===== src/rtl/mlp_pkg.sv =====
// mlp_pkg -- shared definitions for the mlp_dot_seq dot-product sequencer.
//   state_t      : FSM state encoding (IDLE, FETCH, DRAIN, OUT)
//   calc_len_w   : width of a length field able to hold 0..max_len
//   calc_addr_w  : width of an operand index 0..max_len-1 (at least 1 bit)
package mlp_pkg;

  typedef enum logic [1:0] {
    ST_IDLE  = 2'd0,
    ST_FETCH = 2'd1,
    ST_DRAIN = 2'd2,
    ST_OUT   = 2'd3
  } state_t;

  function automatic int calc_len_w(input int max_len);
    return $clog2(max_len + 1);
  endfunction

  function automatic int calc_addr_w(input int max_len);
    return (max_len > 1) ? $clog2(max_len) : 1;
  endfunction

endpackage


===== src/rtl/mlp_mac.sv =====
// MLP_mac -- signed multiply-accumulate datapath.
// Ports:
//   clk, rst_n        : clock, synchronous active-low reset (clears accumulator)
//   i_clr             : clear accumulator to 0
//   i_start           : load accumulator with the current product
//   i_valid           : add the current product to the accumulator
//   i_a, i_b          : signed operands
//   o_acc             : signed accumulator (two's-complement wrap, no saturation)
module MLP_mac #(
  parameter int A_WIDTH   = 16,
  parameter int B_WIDTH   = 16,
  parameter int ACC_WIDTH = 64
) (
  input  logic                        clk,
  input  logic                        rst_n,
  input  logic                        i_clr,
  input  logic                        i_start,
  input  logic                        i_valid,
  input  logic signed [A_WIDTH-1:0]   i_a,
  input  logic signed [B_WIDTH-1:0]   i_b,
  output logic signed [ACC_WIDTH-1:0] o_acc
);

  logic signed [A_WIDTH+B_WIDTH-1:0] w_prod;
  logic signed [ACC_WIDTH-1:0]       w_prod_ext;
  logic signed [ACC_WIDTH-1:0]       r_acc;

  assign w_prod     = i_a * i_b;
  // Size cast of a signed value sign-extends the full-precision product.
  assign w_prod_ext = ACC_WIDTH'(w_prod);

  always_ff @(posedge clk) begin
    if (!rst_n) begin
      r_acc <= '0;
    end else if (i_clr) begin
      r_acc <= '0;
    end else if (i_start) begin
      r_acc <= w_prod_ext;
    end else if (i_valid) begin
      r_acc <= r_acc + w_prod_ext;
    end
  end

  assign o_acc = r_acc;

endmodule


===== src/rtl/mlp_dot_seq.sv =====
// mlp_dot_seq -- sequential signed dot-product engine.
// Accepts a length command, streams operand reads (rd_en/rd_addr, data one
// cycle later on rd_a/rd_b), accumulates via MLP_mac and offers the result
// on a valid/ready handshake.
// Ports:
//   clk, rst_n               : clock, synchronous active-low reset
//   cmd_valid/cmd_ready      : command handshake, cmd_len = vector length
//   rd_en/rd_addr            : operand read strobe and index
//   rd_a/rd_b                : signed operands returned one cycle after rd_en
//   res_valid/res_ready      : result handshake, res_data = dot product
//   busy                     : high whenever the FSM is not idle
// Build option: define MLP_DOT_SEQ_RELU_EN to output max(0, acc).
module mlp_dot_seq
  import mlp_pkg::*;
#(
  parameter int A_WIDTH   = 16,
  parameter int B_WIDTH   = 16,
  parameter int ACC_WIDTH = 64,
  parameter int MAX_LEN   = 256,
  localparam int LEN_W    = calc_len_w(MAX_LEN),
  localparam int ADDR_W   = calc_addr_w(MAX_LEN)
) (
  input  logic                        clk,
  input  logic                        rst_n,
  input  logic                        cmd_valid,
  output logic                        cmd_ready,
  input  logic [LEN_W-1:0]            cmd_len,
  output logic                        rd_en,
  output logic [ADDR_W-1:0]           rd_addr,
  input  logic signed [A_WIDTH-1:0]   rd_a,
  input  logic signed [B_WIDTH-1:0]   rd_b,
  output logic                        res_valid,
  input  logic                        res_ready,
  output logic signed [ACC_WIDTH-1:0] res_data,
  output logic                        busy
);

  state_t              r_state;
  logic                r_cmd_ready;
  logic                r_rd_en;
  logic [ADDR_W-1:0]   r_rd_addr;
  logic [ADDR_W-1:0]   r_last_addr;
  logic                r_res_valid;
  logic                r_busy;
  logic                r_pipe_vld;
  logic                r_pipe_first;

  logic                        w_handshake;
  logic [LEN_W-1:0]            w_len;
  logic [ADDR_W-1:0]           w_last;
  logic                        w_mac_clr;
  logic                        w_mac_start;
  logic                        w_mac_valid;
  logic signed [ACC_WIDTH-1:0] w_acc;

  assign w_handshake = cmd_valid && r_cmd_ready;
  assign w_len       = (cmd_len > LEN_W'(MAX_LEN)) ? LEN_W'(MAX_LEN) : cmd_len;
  assign w_last      = ADDR_W'(w_len - LEN_W'(1));

  // Operand pairs arrive one cycle after their read strobe; the pipe flags
  // mirror rd_en delayed by one cycle. Forced low while reset is asserted.
  assign w_mac_clr   = rst_n && w_handshake;
  assign w_mac_start = rst_n && r_pipe_vld && r_pipe_first;
  assign w_mac_valid = rst_n && r_pipe_vld && !r_pipe_first;

  always_ff @(posedge clk) begin
    if (!rst_n) begin
      r_state      <= ST_IDLE;
      r_cmd_ready  <= 1'b1;
      r_rd_en      <= 1'b0;
      r_rd_addr    <= '0;
      r_last_addr  <= '0;
      r_res_valid  <= 1'b0;
      r_busy       <= 1'b0;
      r_pipe_vld   <= 1'b0;
      r_pipe_first <= 1'b0;
    end else begin
      r_pipe_vld   <= r_rd_en;
      r_pipe_first <= r_rd_en && (r_rd_addr == '0);
      case (r_state)
        ST_IDLE: begin
          if (w_handshake) begin
            r_cmd_ready <= 1'b0;
            r_busy      <= 1'b1;
            r_last_addr <= w_last;
            if (w_len != '0) begin
              r_state   <= ST_FETCH;
              r_rd_en   <= 1'b1;
              r_rd_addr <= '0;
            end else begin
              // Empty vector: the accumulator was just cleared, report 0.
              r_state     <= ST_OUT;
              r_res_valid <= 1'b1;
            end
          end
        end
        ST_FETCH: begin
          if (r_rd_addr == r_last_addr) begin
            r_rd_en <= 1'b0;
            r_state <= ST_DRAIN;
          end else begin
            r_rd_addr <= r_rd_addr + ADDR_W'(1);
          end
        end
        ST_DRAIN: begin
          // Last product lands in the accumulator on this edge.
          r_state     <= ST_OUT;
          r_res_valid <= 1'b1;
        end
        ST_OUT: begin
          if (res_ready) begin
            r_res_valid <= 1'b0;
            r_state     <= ST_IDLE;
            r_cmd_ready <= 1'b1;
            r_busy      <= 1'b0;
          end
        end
        default: r_state <= ST_IDLE;
      endcase
    end
  end

  MLP_mac #(
    .A_WIDTH  (A_WIDTH),
    .B_WIDTH  (B_WIDTH),
    .ACC_WIDTH(ACC_WIDTH)
  ) u_mac (
    .clk    (clk),
    .rst_n  (rst_n),
    .i_clr  (w_mac_clr),
    .i_start(w_mac_start),
    .i_valid(w_mac_valid),
    .i_a    (rd_a),
    .i_b    (rd_b),
    .o_acc  (w_acc)
  );

  assign cmd_ready = r_cmd_ready;
  assign rd_en     = r_rd_en;
  assign rd_addr   = r_rd_addr;
  assign res_valid = r_res_valid;
  assign busy      = r_busy;

`ifdef MLP_DOT_SEQ_RELU_EN
  assign res_data = w_acc[ACC_WIDTH-1] ? '0 : w_acc;
`else
  assign res_data = w_acc;
`endif

endmodule


===== config.mk =====
export PLATFORM = sky130hd
export DESIGN_NAME = mlp_dot_seq
export DESIGN_NICKNAME = d
export VERILOG_FILES = /design/src/rtl/mlp_pkg.sv /design/src/rtl/mlp_mac.sv /design/src/rtl/mlp_dot_seq.sv
export SDC_FILE = /design/constraint.sdc
export NUM_CORES = 1
export LEC_CHECK = 0
export BUFFER_PORTS_ARGS = -buffer_cell sky130_fd_sc_hd__clkbuf_2
export CAP_MARGIN = 40
export CORE_MARGIN = 2
export CORE_UTILIZATION = 30
export DETAILED_ROUTE_END_ITERATION = 12
export SYNTH_ARGS = -nofsm -noshare
export SYNTH_HDL_FRONTEND = slang
export SYNTH_SLANG_ARGS = --single-unit

===== constraint.sdc =====
create_clock -name clk -period 12.2 [get_ports clk]
set_input_delay 1.22 -clock clk [delete_from_list [all_inputs] [get_ports clk]]
set_output_delay 1.22 -clock clk [all_outputs]
set_load 0.01 [all_outputs]

## Word level (Yosys, flattened, before mapping)

Index checks and enable logic that the tools add are counted.

| cells by class | value |
|---|---|
| $add $sub $neg | 3 |
| $mul | 1 |
| order comparisons | 1 |
| equal/unequal tests | 10 |
| multiplexer cells | 25 |
| bitwise logic cells | 1 |
| reductions and logical operators | 21 |

Operators by type and width:

| kind | count |
|---|---|
| 64-bit 2-to-1 mux | 2 |
| 64-bit by 32-bit adder with 64-bit output | 1 |
| 16-bit by 16-bit multiplier with 32-bit output | 1 |
| 8-bit 2-to-1 mux | 3 |
| 8-bit one-hot mux with 2 select lines | 1 |
| 2-bit inequality test, second input constant | 6 |
| 4-bit AND reduction | 3 |
| 9-bit > comparator, second input constant | 1 |
| 1-bit 2-to-1 mux | 9 |
| 9-bit 2-to-1 mux | 1 |
| 9-bit nonzero test | 1 |
| 8-bit by 1-bit adder with 8-bit output, second input constant | 1 |
| 8-bit equality test | 1 |
| 8-bit zero test | 1 |
| 2-bit 2-to-1 mux | 4 |
| 2-bit one-hot mux with 4 select lines | 1 |
| 8-bit by 1-bit subtractor with 8-bit output, second input constant | 1 |
| 1-bit logical AND | 6 |
| 1-bit one-hot mux with 2 select lines | 3 |
| 3-bit AND reduction | 2 |
| 2-bit nonzero test | 3 |
| 2-bit equality test, second input constant | 2 |
| 1-bit one-hot mux with 3 select lines | 1 |
| 3-bit nonzero test | 1 |
| other kinds (6) | 6 |

| word-level totals | value |
|---|---|
| flip-flop bits (word level) | 88 |
| bits of input ports | 45 |
| output and inout bits | 76 |

## Longest topological paths before layout

| logic depth | value |
|---|---|
| depth after elaboration | 6 |
| depth in mapped cells | 36 |

## Hierarchy

From an unflattened synthesis, not the netlist that was laid out.

| unflattened totals | value |
|---|---|
| cells, all modules | 2089 |
| area total of the unflattened synthesis | 17445.5 sq um |

By module, submodules not included:

| module | instances | cells an instance | area an instance (sq um) | sequential area each (sq um) |
|---|---|---|---|---|
| MLP_mac | 1 | 1908 | 15977.8 | 1281.2 |
| mlp_dot_seq | 1 | 181 | 1467.7 | 480.5 |

## Least setup slack after synthesis

Ideal clock, no wire load.

| timing | value |
|---|---|
| path kind | input -> register |
| start | in rd_a[15] |
| end | reg u_mac.r_acc[56] (netlist: u_mac.o_acc[56]) |
| library setup time | 0.128 ns |
| data arrival time | 9.816 ns |
| required time | 12.072 ns |
| slack | 2.257 ns |
| stages on the path | 32 |
| cells stage by stage | clkbuf_1 -> nand2_1 -> inv_1 -> fa_1 -> fa_1 -> fa_1 -> fa_1 -> fa_1 -> inv_1 -> fa_1 -> inv_1 -> ha_1 -> and3_1 -> nand2_1 -> o22ai_1 -> a211oi_1 -> a21oi_1 -> o21a_1 -> o211ai_2 -> inv_1 -> ha_1 -> clkbuf_1 -> and4_2 -> nand3_1 -> or4_1 -> o32a_1 -> a31oi_1 -> a41oi_1 -> o21ai_0 -> xor2_1 -> a221oi_1 -> nor2_1 |

| on the way | value |
|---|---|
| longest elaborated chain between the ends | 4 |

Ends and longest elaborated chain:

| what | line | RTL |
|---|---|---|
| start, declared | mlp_dot_seq.sv:30 | `input logic signed [A_WIDTH-1:0] rd_a,` |
| 16-bit by 16-bit multiplier with 32-bit output * | mlp_mac.sv:28 | `assign w_prod = i_a * i_b;` |
| 64-bit by 32-bit adder with 64-bit output | mlp_mac.sv:40 | `r_acc <= r_acc + w_prod_ext;` |
| 64-bit 2-to-1 mux | mlp_mac.sv:39 | `end else if (i_valid) begin` |
| 64-bit 2-to-1 mux * | mlp_mac.sv:37 | `end else if (i_start) begin` |
| end signal, assigned | mlp_mac.sv:38 | `r_acc <= w_prod_ext;` |
| end signal, assigned | mlp_mac.sv:40 |  |
| end, declared | mlp_mac.sv:26 | `logic signed [ACC_WIDTH-1:0] r_acc;` |

Mark *: on every way between the ends. The rest lies on a longest branch, timed or not. The select of a mux whose other input is x is not followed.
A chain may end at the register's enable or synchronous reset.

## Worst setup path after layout

| timing | value |
|---|---|
| start | in rd_b[1] |
| end | reg u_mac.r_acc[56] (netlist: u_mac.o_acc[56]) |

| on the way | value |
|---|---|
| longest elaborated chain between the ends | 4 |

Ends and longest elaborated chain:

| what | line | RTL |
|---|---|---|
| start, declared | mlp_dot_seq.sv:31 | `input logic signed [B_WIDTH-1:0] rd_b,` |
| 16-bit by 16-bit multiplier with 32-bit output * | mlp_mac.sv:28 |  |
| 64-bit by 32-bit adder with 64-bit output | mlp_mac.sv:40 |  |
| 64-bit 2-to-1 mux | mlp_mac.sv:39 |  |
| 64-bit 2-to-1 mux * | mlp_mac.sv:37 |  |

Marks and branches as above.

==> impl_metrics.tcl <==
set metrics [dict create \
    end_kind "flip-flop" \
    drt_iter0_markers 971 \
    synth_area_per_cell_sq_um 8.36 \
    vias 14800 \
    hold_class "reg2reg" \
    drc_errors 0 \
    routabilityCongestion 0.867 \
    rr_worst_depth 12 \
    root_buffer "clkbuf_16" \
    maxCapViolCount 0 \
    ant_nets 0 \
    async_reset_ff_frac 0 \
    clk_latency_ns 0.36 \
    hold_buffers 0 \
    synth_nets 2557 \
    detail_route.wl_per_cell_um 16.7 \
    detailed_place_hpwl_mm 39.7 \
    ys_seq_elements 88 \
    htree_levels 3 \
    die-area_sq_mm 0.0603 \
    port_buffers 120 \
    grt_pass1_vias 15300 \
    met3_length_mm 2.54 \
    status "complete, no violations" \
    rows 88 \
    final_max_slew_viol_count 0 \
    cts_sinks 88 \
    finalCritPeriodShare 0.871 \
    holdPathEnd "u_mac.o_acc[2]" \
    ys_seq_area_frac 0.101 \
    max_stage_delay_ns 0.90 \
    crit_fanout 23 \
    antenna_found_initial 0 \
    synth_edf_count 0 \
    hold_viol_final 0 \
    routed_wl_mm 48.9 \
    final_util 0.331 \
    dr.pass1.iters 6 \
    cts_buffers 9 \
    synth_cell_types 83 \
    post_cts_buffers 0 \
    slowest_stage "fa_1" \
    hold_start "u_mac.o_acc[2]" \
    chipWidth_um 246 \
    arrival_ns 10.85 \
    wl_met2_mm 24.1 \
    rr_startpoint "u_mac.o_acc[0]" \
    fin_tns_setup_ns 0 \
    area_delta_synth_final_pct 9.08 \
    grt_util_all_layers 0.165 \
    startpoint_type "input pin" \
    cts_tree "yes" \
    path_clk_slew_ns 0.08 \
    wl_met1_mm 21.4 \
    final_common_cell "inv_1" \
    cpMostUsedCell "fa_1" \
    via_per_inst 5.06 \
    final_cell_mix "312 x inv_1, 263 x fa_1, 203 x nand2_1, 155 x ha_1, 144 x nor2_1" \
    nets 2618 \
    layout-drive-gt1-share 0.0856 \
    routed.top_layer "met4" \
    slew_headroom 0.434 \
    grt_pass1_wl_mm 80.7 \
    grt_max_degree 73 \
    core_area_sq_mm 0.0577 \
    grt_setup_unrepaired "false" \
    crit_required_ns 12.43 \
    num_antenna_cells 0 \
    ff2ff_setup_slack_ns 8.06 \
    gr-total-overflow 0 \
    start_util 0.304 \
    worstSetupPathType "in2reg" \
    tightestPinTransition_ns 0.849 \
    post_synth_inst_count 2094 \
    synth_flop_cell "dfxtp_1" \
    clock_path_buffers 2 \
    cts_resized 0 \
    fin_crit_ns 10.63 \
    io_pins 121 \
    die_y_um 246 \
    setup_viol 0 \
    ys_warn_count 0 \
    rr_endpoint "u_mac.o_acc[62]" \
    clock.fmax_mhz 94.1 \
    whs_path_depth 2 \
    fin_skew_ns 0.0182 \
    netlist_area_sq_mm 0.0175 \
]
-- cells by family (layout without fill, tap and decap cells) --
logic type,after synthesis,count (layout),share of synthesized area
simple gates,631,631,0.177
mux,10,10,0.00572
compound gates,454,454,0.166
xor+xnor,100,100,0.0500
buf+inv,393,459,0.0891
fa+ha+maj,418,418,0.411
flops,88,88,0.101
-- synthesized netlist by cell type (all sizes together) (6+ instances only) --
cell type / n / area share
a21oi: 130 / 0.037
or4: 6 / 0.0031
o21ai: 114 / 0.033
xnor2: 63 / 0.032
and3: 15 / 0.0055
o21bai: 15 / 0.0064
or3: 9 / 0.0034
buf: 11 / 0.0047
a21boi: 7 / 0.0030
nor2: 145 / 0.031
clkbuf: 67 / 0.016
a221oi: 8 / 0.0040
a21o: 45 / 0.019
xor2: 37 / 0.019
a211oi: 31 / 0.013
and4: 6 / 0.0031
nor2b: 8 / 0.0029
o211ai: 13 / 0.0059
fa: 263 / 0.30
nor4: 8 / 0.0032
mux2i: 10 / 0.0057
nor3: 28 / 0.0080
and2: 135 / 0.048
ha: 155 / 0.11
dfxtp: 88 / 0.10
nand3: 21 / 0.0060
o22ai: 6 / 0.0025
o21a: 19 / 0.0081
nand2: 203 / 0.044
nand2b: 17 / 0.0061
a31oi: 13 / 0.0046
inv: 312 / 0.067
nand4: 16 / 0.0069
o221a: 8 / 0.0051
-- sequential cells by signal (all words and copies together), names as in the netlist --
| register | flops |
|---|---|
| u_mac.o_acc | 64 |
| r_last_addr | 8 |
| rd_addr | 8 |
| r_state | 2 |
| busy | 1 |
| cmd_ready | 1 |
| r_pipe_first | 1 |
| r_pipe_vld | 1 |
| rd_en | 1 |
| res_valid | 1 |
-- per-layer routing --
metal  global-route usage  vias to the layer above
li1                     -                     6996
met5                    0                        -
met1                0.220                     7324
met4               0.0357                        0
met2                0.285                      422
met3               0.0202                       58
-- critical path: cells and delay by family --
family / cells / cell delay, ns
xor+xnor: 1 / 0.10
simple gates: 7 / 1.57
compound gates: 10 / 2.58
buf+inv: 5 / 0.91
fa+ha+maj: 8 / 4.46
-- how the worst max path moves through the flow --
stage	start	end	slack [ns]	cells after the start
finish	rd_b[1]	u_mac.o_acc[56]	1.57	31
global route	rd_a[15]	u_mac.o_acc[56]	0.88	31
CTS	rd_a[15]	u_mac.o_acc[56]	1.58	31
detailed placement	rd_a[15]	u_mac.o_acc[56]	1.25	31
global placement	rd_a[15]	u_mac.o_acc[62]	1.46	31
floorplan	rd_a[15]	u_mac.o_acc[56]	2.26	32
-- per-stage QoR --
stage / setup WS, ns / cell area (sq um) / hold slack [ns] / std cells
after floorplan: 2.26 / 17500 / 0.481 / 2094
after global placement: 1.46 / 18800 / 0.468 / 2906
after detailed placement: 1.25 / 18800 / 0.467 / 2909
after CTS: 1.58 / 19100 / 0.480 / 2925
after global routing: 0.881 / 19100 / 0.525 / 2925
final: 1.57 / 19100 / 0.480 / 2925
-- layout make-up --
| class | instances | area [sq um] |
|---|---|---|
| Fill cell | 6088 | 38600 |
| Multi-Input combinational cell | 1613 | 14200 |
| Sequential cell | 88 | 1760 |
| Inverter | 312 | 1170 |
| Tap cell | 765 | 957 |
| Timing Repair Buffer | 131 | 687 |
| Clock buffer | 10 | 239 |
| Clock inverter | 6 | 76.3 |
Power is left out: the tool's default activity adds up to more than one toggle a clock period on the data nets, which glitch-free logic cannot reach.
